<file path="config.mk">
export PLATFORM = sky130hd
export DESIGN_NAME = load_store_unit_flat
export DESIGN_NICKNAME = d
export VERILOG_FILES = /design/src/rtl/load_store_unit_if.sv /design/src/rtl/load_store_unit.sv /design/src/flat_wrapper.sv
export SDC_FILE = /design/constraint.sdc
export NUM_CORES = 1
export LEC_CHECK = 0
export BUFFER_PORTS_ARGS = -buffer_cell sky130_fd_sc_hd__buf_2
export CELL_PAD_IN_SITES_DETAIL_PLACEMENT = 0
export CELL_PAD_IN_SITES_GLOBAL_PLACEMENT = 1
export CORE_UTILIZATION = 39
export CTS_BUF_LIST = sky130_fd_sc_hd__clkbuf_4 sky130_fd_sc_hd__clkbuf_8 sky130_fd_sc_hd__clkbuf_16
export DETAILED_ROUTE_END_ITERATION = 6
export GPL_TIMING_DRIVEN = 0
export HOLD_SLACK_MARGIN = 0.12
export PLACE_DENSITY = 0.83
export SLEW_MARGIN = 30
export SYNTH_ARGS = -nofsm -noshare
export SYNTH_HDL_FRONTEND = slang
export SYNTH_SLANG_ARGS = --single-unit
</file>
<file path="constraint.sdc">
create_clock -name clk -period 2.04 [get_ports clk]
set_input_delay 0 -clock clk [delete_from_list [all_inputs] [get_ports clk]]
set_output_delay 0 -clock clk [all_outputs]
set_load 0.05 [all_outputs]
</file>
<file path="src/rtl/load_store_unit_if.sv">
// Request/response and data-memory bundle for the MEM-stage load/store unit.
// The master side is the pipeline plus the memory, and the slave side is the LSU.
interface load_store_unit_if;
  logic        req_valid;
  logic        req_ready;
  logic        req_is_store;
  logic [2:0]  req_funct3;
  logic [31:0] req_addr;
  logic [31:0] req_wdata;
  logic        resp_valid;
  logic [31:0] resp_rdata;
  logic        resp_misaligned;
  logic        resp_fault;
  logic        mem_read;
  logic        mem_write;
  logic [31:0] mem_addr;
  logic [31:0] mem_wdata;
  logic [31:0] mem_rdata;

  modport master (
    output req_valid, req_is_store, req_funct3,
    output req_addr, req_wdata, mem_rdata,
    input  req_ready, resp_valid, resp_rdata,
    input  resp_misaligned, resp_fault,
    input  mem_read, mem_write, mem_addr, mem_wdata
  );

  modport slave (
    input  req_valid, req_is_store, req_funct3,
    input  req_addr, req_wdata, mem_rdata,
    output req_ready, resp_valid, resp_rdata,
    output resp_misaligned, resp_fault,
    output mem_read, mem_write, mem_addr, mem_wdata
  );
endinterface

</file>
<file path="src/rtl/load_store_unit.sv">
// MEM-stage load/store unit with alignment/range checks.
// Sub-word stores are done as a read-modify-write of the containing word.
module load_store_unit #(
  parameter int MEM_BYTES = 1024
) (
  input logic clk,
  input logic reset,
  load_store_unit_if.slave bus
);
  localparam logic [2:0] IDLE  = 3'd0;
  localparam logic [2:0] RD    = 3'd1;
  localparam logic [2:0] MERGE = 3'd2;
  localparam logic [2:0] WR    = 3'd3;
  localparam logic [2:0] RESP  = 3'd4;

  localparam logic [31:0] LAST_WORD = 32'(MEM_BYTES - 4);

  logic [2:0]  state;
  logic [2:0]  nxt;
  logic        is_store_q;
  logic [2:0]  f3_q;
  logic [31:0] addr_q;
  logic [31:0] wdata_q;

  logic        accept;
  logic        ill;
  logic        mis;
  logic        rng;
  logic        err;
  logic        is_sw;
  logic        mis_err;
  logic        flt_err;
  logic [31:0] word_addr;

  assign accept    = bus.req_valid && (state == IDLE);
  assign word_addr = {bus.req_addr[31:2], 2'b00};

  always_comb begin
    ill = 1'b0;
    mis = 1'b0;
    if (bus.req_is_store)
      ill = (bus.req_funct3 > 3'd2);
    else
      ill = (bus.req_funct3 == 3'd3) ||
            (bus.req_funct3[2:1] == 2'b11);
    if (bus.req_funct3[1:0] == 2'd2)
      mis = (bus.req_addr[1:0] != 2'b00);
    else if (bus.req_funct3[1:0] == 2'd1)
      mis = bus.req_addr[0];
  end

  // Faults outrank misalignment only for funct3; range comes last.
  assign rng     = (word_addr > LAST_WORD);
  assign mis_err = !ill && mis;
  assign flt_err = ill || (!mis && rng);
  assign err     = ill || mis || rng;
  assign is_sw   = !err && bus.req_is_store &&
                   (bus.req_funct3 == 3'd2);

  always_comb begin
    nxt = state;
    case (state)
      IDLE: begin
        if (accept) begin
          unique case (1'b1)
            err:     nxt = RESP;
            is_sw:   nxt = WR;
            default: nxt = RD;
          endcase
        end
      end
      RD:      nxt = MERGE;
      MERGE:   nxt = is_store_q ? WR : RESP;
      WR:      nxt = RESP;
      RESP:    nxt = IDLE;
      default: nxt = IDLE;
    endcase
  end

  logic [31:0] shifted;
  logic [31:0] load_data;
  logic [3:0]  be;
  logic [31:0] wrep;
  logic [31:0] merge_data;

  assign shifted = bus.mem_rdata >> {addr_q[1:0], 3'b000};

  always_comb begin
    load_data = bus.mem_rdata;
    case (f3_q)
      3'd0: load_data = {{24{shifted[7]}}, shifted[7:0]};
      3'd1: load_data = {{16{shifted[15]}}, shifted[15:0]};
      3'd4: load_data = {24'd0, shifted[7:0]};
      3'd5: load_data = {16'd0, shifted[15:0]};
      default: load_data = bus.mem_rdata;
    endcase
  end

  always_comb begin
    be   = 4'b1111;
    wrep = wdata_q;
    if (f3_q == 3'd0) begin
      be   = 4'b0001 << addr_q[1:0];
      wrep = {4{wdata_q[7:0]}};
    end else if (f3_q == 3'd1) begin
      be   = addr_q[1] ? 4'b1100 : 4'b0011;
      wrep = {2{wdata_q[15:0]}};
    end
    for (int i = 0; i < 4; i++)
      merge_data[i*8 +: 8] = be[i] ? wrep[i*8 +: 8]
                                   : bus.mem_rdata[i*8 +: 8];
  end

  always_ff @(posedge clk or negedge reset) begin
    if (!reset) begin
      state               <= IDLE;
      is_store_q          <= 1'b0;
      f3_q                <= 3'd0;
      addr_q              <= '0;
      wdata_q             <= '0;
      bus.req_ready       <= 1'b1;
      bus.resp_valid      <= 1'b0;
      bus.resp_rdata      <= '0;
      bus.resp_misaligned <= 1'b0;
      bus.resp_fault      <= 1'b0;
      bus.mem_read        <= 1'b0;
      bus.mem_write       <= 1'b0;
      bus.mem_addr        <= '0;
      bus.mem_wdata       <= '0;
    end else begin
      state          <= nxt;
      bus.req_ready  <= (nxt == IDLE);
      bus.mem_read   <= (nxt == RD);
      bus.mem_write  <= (nxt == WR);
      bus.resp_valid <= (nxt == RESP);
      if (accept) begin
        is_store_q          <= bus.req_is_store;
        f3_q                <= bus.req_funct3;
        addr_q              <= bus.req_addr;
        wdata_q             <= bus.req_wdata;
        bus.mem_addr        <= word_addr;
        bus.mem_wdata       <= bus.req_wdata;
        bus.resp_rdata      <= '0;
        bus.resp_misaligned <= mis_err;
        bus.resp_fault      <= flt_err;
      end else if (state == MERGE) begin
        if (is_store_q)
          bus.mem_wdata <= merge_data;
        else
          bus.resp_rdata <= load_data;
      end else if (state == RESP) begin
        bus.resp_rdata      <= '0;
        bus.resp_misaligned <= 1'b0;
        bus.resp_fault      <= 1'b0;
      end
    end
  end
endmodule

</file>
<file path="src/flat_wrapper.sv">
// flat-port wrapper written by rule: the top's interface ports become plain ports
module load_store_unit_flat 
#(
  parameter int MEM_BYTES = 1024
)
  (clk, reset, bus_req_valid, bus_req_is_store, bus_req_funct3, bus_req_addr, bus_req_wdata, bus_mem_rdata, bus_req_ready, bus_resp_valid, bus_resp_rdata, bus_resp_misaligned, bus_resp_fault, bus_mem_read, bus_mem_write, bus_mem_addr, bus_mem_wdata);
  load_store_unit_if bus_i ();
  input logic clk;
  input logic reset;
  input wire logic [$bits(bus_i.req_valid)-1:0] bus_req_valid;
  input wire logic [$bits(bus_i.req_is_store)-1:0] bus_req_is_store;
  input wire logic [$bits(bus_i.req_funct3)-1:0] bus_req_funct3;
  input wire logic [$bits(bus_i.req_addr)-1:0] bus_req_addr;
  input wire logic [$bits(bus_i.req_wdata)-1:0] bus_req_wdata;
  input wire logic [$bits(bus_i.mem_rdata)-1:0] bus_mem_rdata;
  output wire logic [$bits(bus_i.req_ready)-1:0] bus_req_ready;
  output wire logic [$bits(bus_i.resp_valid)-1:0] bus_resp_valid;
  output wire logic [$bits(bus_i.resp_rdata)-1:0] bus_resp_rdata;
  output wire logic [$bits(bus_i.resp_misaligned)-1:0] bus_resp_misaligned;
  output wire logic [$bits(bus_i.resp_fault)-1:0] bus_resp_fault;
  output wire logic [$bits(bus_i.mem_read)-1:0] bus_mem_read;
  output wire logic [$bits(bus_i.mem_write)-1:0] bus_mem_write;
  output wire logic [$bits(bus_i.mem_addr)-1:0] bus_mem_addr;
  output wire logic [$bits(bus_i.mem_wdata)-1:0] bus_mem_wdata;
  assign bus_i.req_valid = bus_req_valid;
  assign bus_i.req_is_store = bus_req_is_store;
  assign bus_i.req_funct3 = bus_req_funct3;
  assign bus_i.req_addr = bus_req_addr;
  assign bus_i.req_wdata = bus_req_wdata;
  assign bus_i.mem_rdata = bus_mem_rdata;
  assign bus_req_ready = bus_i.req_ready;
  assign bus_resp_valid = bus_i.resp_valid;
  assign bus_resp_rdata = bus_i.resp_rdata;
  assign bus_resp_misaligned = bus_i.resp_misaligned;
  assign bus_resp_fault = bus_i.resp_fault;
  assign bus_mem_read = bus_i.mem_read;
  assign bus_mem_write = bus_i.mem_write;
  assign bus_mem_addr = bus_i.mem_addr;
  assign bus_mem_wdata = bus_i.mem_wdata;
  load_store_unit #(.MEM_BYTES(MEM_BYTES)) u_core (.clk(clk), .reset(reset), .bus(bus_i));
endmodule
</file>
==> results.cfg <==
[finish]
areaGrowthSynthToFinish_pct = 45.2
drive_gt1_share_pct = 28.7
fill_cells = 1499
fin_util_pct = 58.4
layout.cells.non_filler = 1260
diodes = 0
nets = 1130

[setup_path]
worst_ep_arrival_time_ns = 2.27
path_buf_inv = 4
cp_slowest_cell = dfrtp_1
reg2reg_depth = 8
required_ns = 2.35
crit_end = u_core.wdata_q[18]$_DFFE_PN0P_
r2r_slack_ns = 0.08
path_class = reg -> reg
critPathMaxFanout = 10
cp-end-kind = flop
r2r-end = u_core.wdata_q[18]$_DFFE_PN0P_
path_delay_family = simple AND/OR/NAND/NOR gates
critPathMaxStageDelay_ns = 0.48
crit_start = u_core.state[0]$_DFF_PN0_
worstReg2RegStart = u_core.state[0]$_DFF_PN0_
path_depth = 8
crit_path_cell_trace = or2_1, buf_2, or3b_1, clkbuf_1, buf_6, buf_6, nand2_1, nand2_1
startpoint_type = flop

[logic_synthesis]
yosysMostFrequentCell = nand2_1
syn-cell-area_um2 = 6710
synth_area_leaders = dfrtp_1 52%, nand2_1 13%, o21ai_0 4.4%
yosysSeqAreaShare_pct = 52.6
avgSynthCellArea_um2 = 9.55
ys_warn_count = 0
synth_top_area_cell = dfrtp_1
synth-edff-count = 0
synth_top_area_share_pct = 52.2
yosysUniqueCellTypes = 57
async_flop_share_pct = 100
synthFlopType = dfrtp_1
synthCells = 703
ys_seq_elements = 141
synth.top_cells.by_count = 239 x nand2_1, 140 x dfrtp_1, 59 x o21ai_0

[sta]
post-route-period-util_pct = 95.9
final.setup_skew_ns = 0.00811
final-hold-violation-count = 0
drv_slew = 0
holdWs_ns = 0.172
period_minus_slack_ns = 1.96
fmax_ghz = 0.511
tightest_slew_ns = 0.676
relSlewSlack_pct = 54.6
setup_viol = 0

[placed_design]
dp_hpwl_um = 16400
routabilityCongestion = 0.873
io_buffers = 202
dp.cells = 1127

[route]
dr.pass1.iters = 7
avgRoutedWirePerCell_um = 18.7
routed_wl_um = 23500
met2_length_um = 11300
wl_met3_um = 1590
ant_nets = 0
drt_iter0_drc = 472
wl_met1_um = 10300
highest_layer = met4
num_vias = 6615
drcViolationCount = 0
via_per_inst = 5.25

[outcome]
status = completed

[floorplan]
rows = 47
die_h_um = 133
coreArea_um2 = 16700
start_util_pct = 40.2
io_pins = 205
die-area_um2 = 17700
fp.dieW_um = 133

[grt]
track_usage_pct = 27.2
grt_max_degree = 83
antenna_found_initial = 0
grt_pass1_wl_um = 36500
first_global_vias = 6649
overflow = 0

[clock_tree]
cts_root_buf = clkbuf_16
cts.clk_slew.worst_paths_ns = 0.06
clk_latency_ns = 0.43
cts.sinks = 141
cts_tree = yes
clk_path_buf_depth = 2
htreeDepth = 4
cts_made_buffers = 17

[worst_hold_path]
hold_path.class = in -> async

[power]
power_density_nw_per_um2 = 940
peakVddDrop_uv = 624
p_leak_nw = 4.95

[run]
cap_violations = 0
==> what timing repair did <==
item | in CTS | in global routing
hold buffers | 102 | 0
pin swaps | 1 | 2
gates resized for setup | 5 | 28
endpoints found under the hold margin | 279 | 0
buffers inserted | 2 | 1
setup endpoints to repair | 44 | 90
==> state kept, by name (all words and copies together), names as in the netlist <==
| signal | flops |
|---|---|
| u_core.addr_q | 2 |
| u_core.bus.mem_addr | 30 |
| u_core.bus.mem_read | 1 |
| u_core.bus.mem_wdata | 32 |
| u_core.bus.mem_write | 1 |
| u_core.bus.req_ready | 1 |
| u_core.bus.resp_fault | 1 |
| u_core.bus.resp_misaligned | 1 |
| u_core.bus.resp_rdata | 32 |
| u_core.bus.resp_valid | 1 |
| u_core.f3_q | 3 |
| u_core.is_store_q | 1 |
| u_core.state | 3 |
| u_core.wdata_q | 32 |
==> per-layer routing <==
layer | vias up | global-route usage (%)
li1 | 3125 | -
met1 | 3185 | 35.6
met2 | 277 | 44.7
met3 | 28 | 6.62
met4 | 0 | 7.83
met5 | - | 0
==> area by class of cell <==
cell class / count / area, µm² / area share, %
clock inverters: 14 / 191 / 1.96
multi-input cells: 508 / 2910 / 29.9
flip-flops and latches: 141 / 3530 / 36.2
plain buffers: 49 / 300 / 3.08
clock buffers: 18 / 439 / 4.51
well taps: 220 / 275 / 2.82
inverters: 2 / 7.51 / 0.0770
repair buffers: 308 / 2090 / 21.5
==> worst min path at each step <==
stage,start,endpoint,slack (ns),cells past startpoint
finish,reset,u_core.bus.resp_rdata[2]$_DFFE_PN0P_,0.17,2
CTS,reset,u_core.bus.resp_rdata[2]$_DFFE_PN0P_,0.18,2
detailed placement,reset,u_core.bus.resp_rdata[20]$_DFFE_PN0P_,0.04,1
global placement,bus_req_addr[5],u_core.bus.mem_addr[5]$_DFFE_PN0P_,0.19,3
floorplan,reset,u_core.addr_q[0]$_DFFE_PN0P_,-0.30,0
global route,reset,u_core.bus.resp_rdata[2]$_DFFE_PN0P_,0.22,2
==> logic make-up after synthesis <==
logic type | Yosys count | share of synthesized area [%]
muxes | 34 | 5.42
AOI/OAI and AO/OA | 170 | 18.3
and+or+nand+nor | 302 | 19.3
DFF | 141 | 52.6
other | 1 | 0.0559
buffers and inverters | 55 | 4.36
==> where the power goes <==
part,switching (mW),internal [mW]
sequential,0.246,3.11
clock,1.27,2.08
combinational,1.66,0.792
==> placed cells by master (no fill, tap or decap), drive strengths merged, types with 7 or more instances in the layout <==
master	synthesis	routed
a222oi	7	7
a211oi	9	9
nor2	16	16
mux2i	24	24
mux2	9	9
a21oi	11	11
nor2b	9	9
dfrtp	140	140
nand2	239	239
o211ai	16	16
clkbuf	25	39
a22oi	17	17
o21ai	60	60
and3	11	11
o2bb2ai	13	13
buf	28	234
dlygate4sd3	0	102
a221o	22	22
==> metrics by stage <==
stage               setup WS (ns)  cell area, µm²  TNS [ns]  power, mW
floorplan                   0.268            6720         0       4.89
global placement            -1.13            8000   -161.18       5.63
detailed placement         -0.209            8040     -4.34       5.66
CTS                        0.0406            9720         0       9.17
global route             -0.00366            9750  -0.00366       9.55
finish                     0.0834            9750         0       9.16
(Power assumes the default switching activity.)
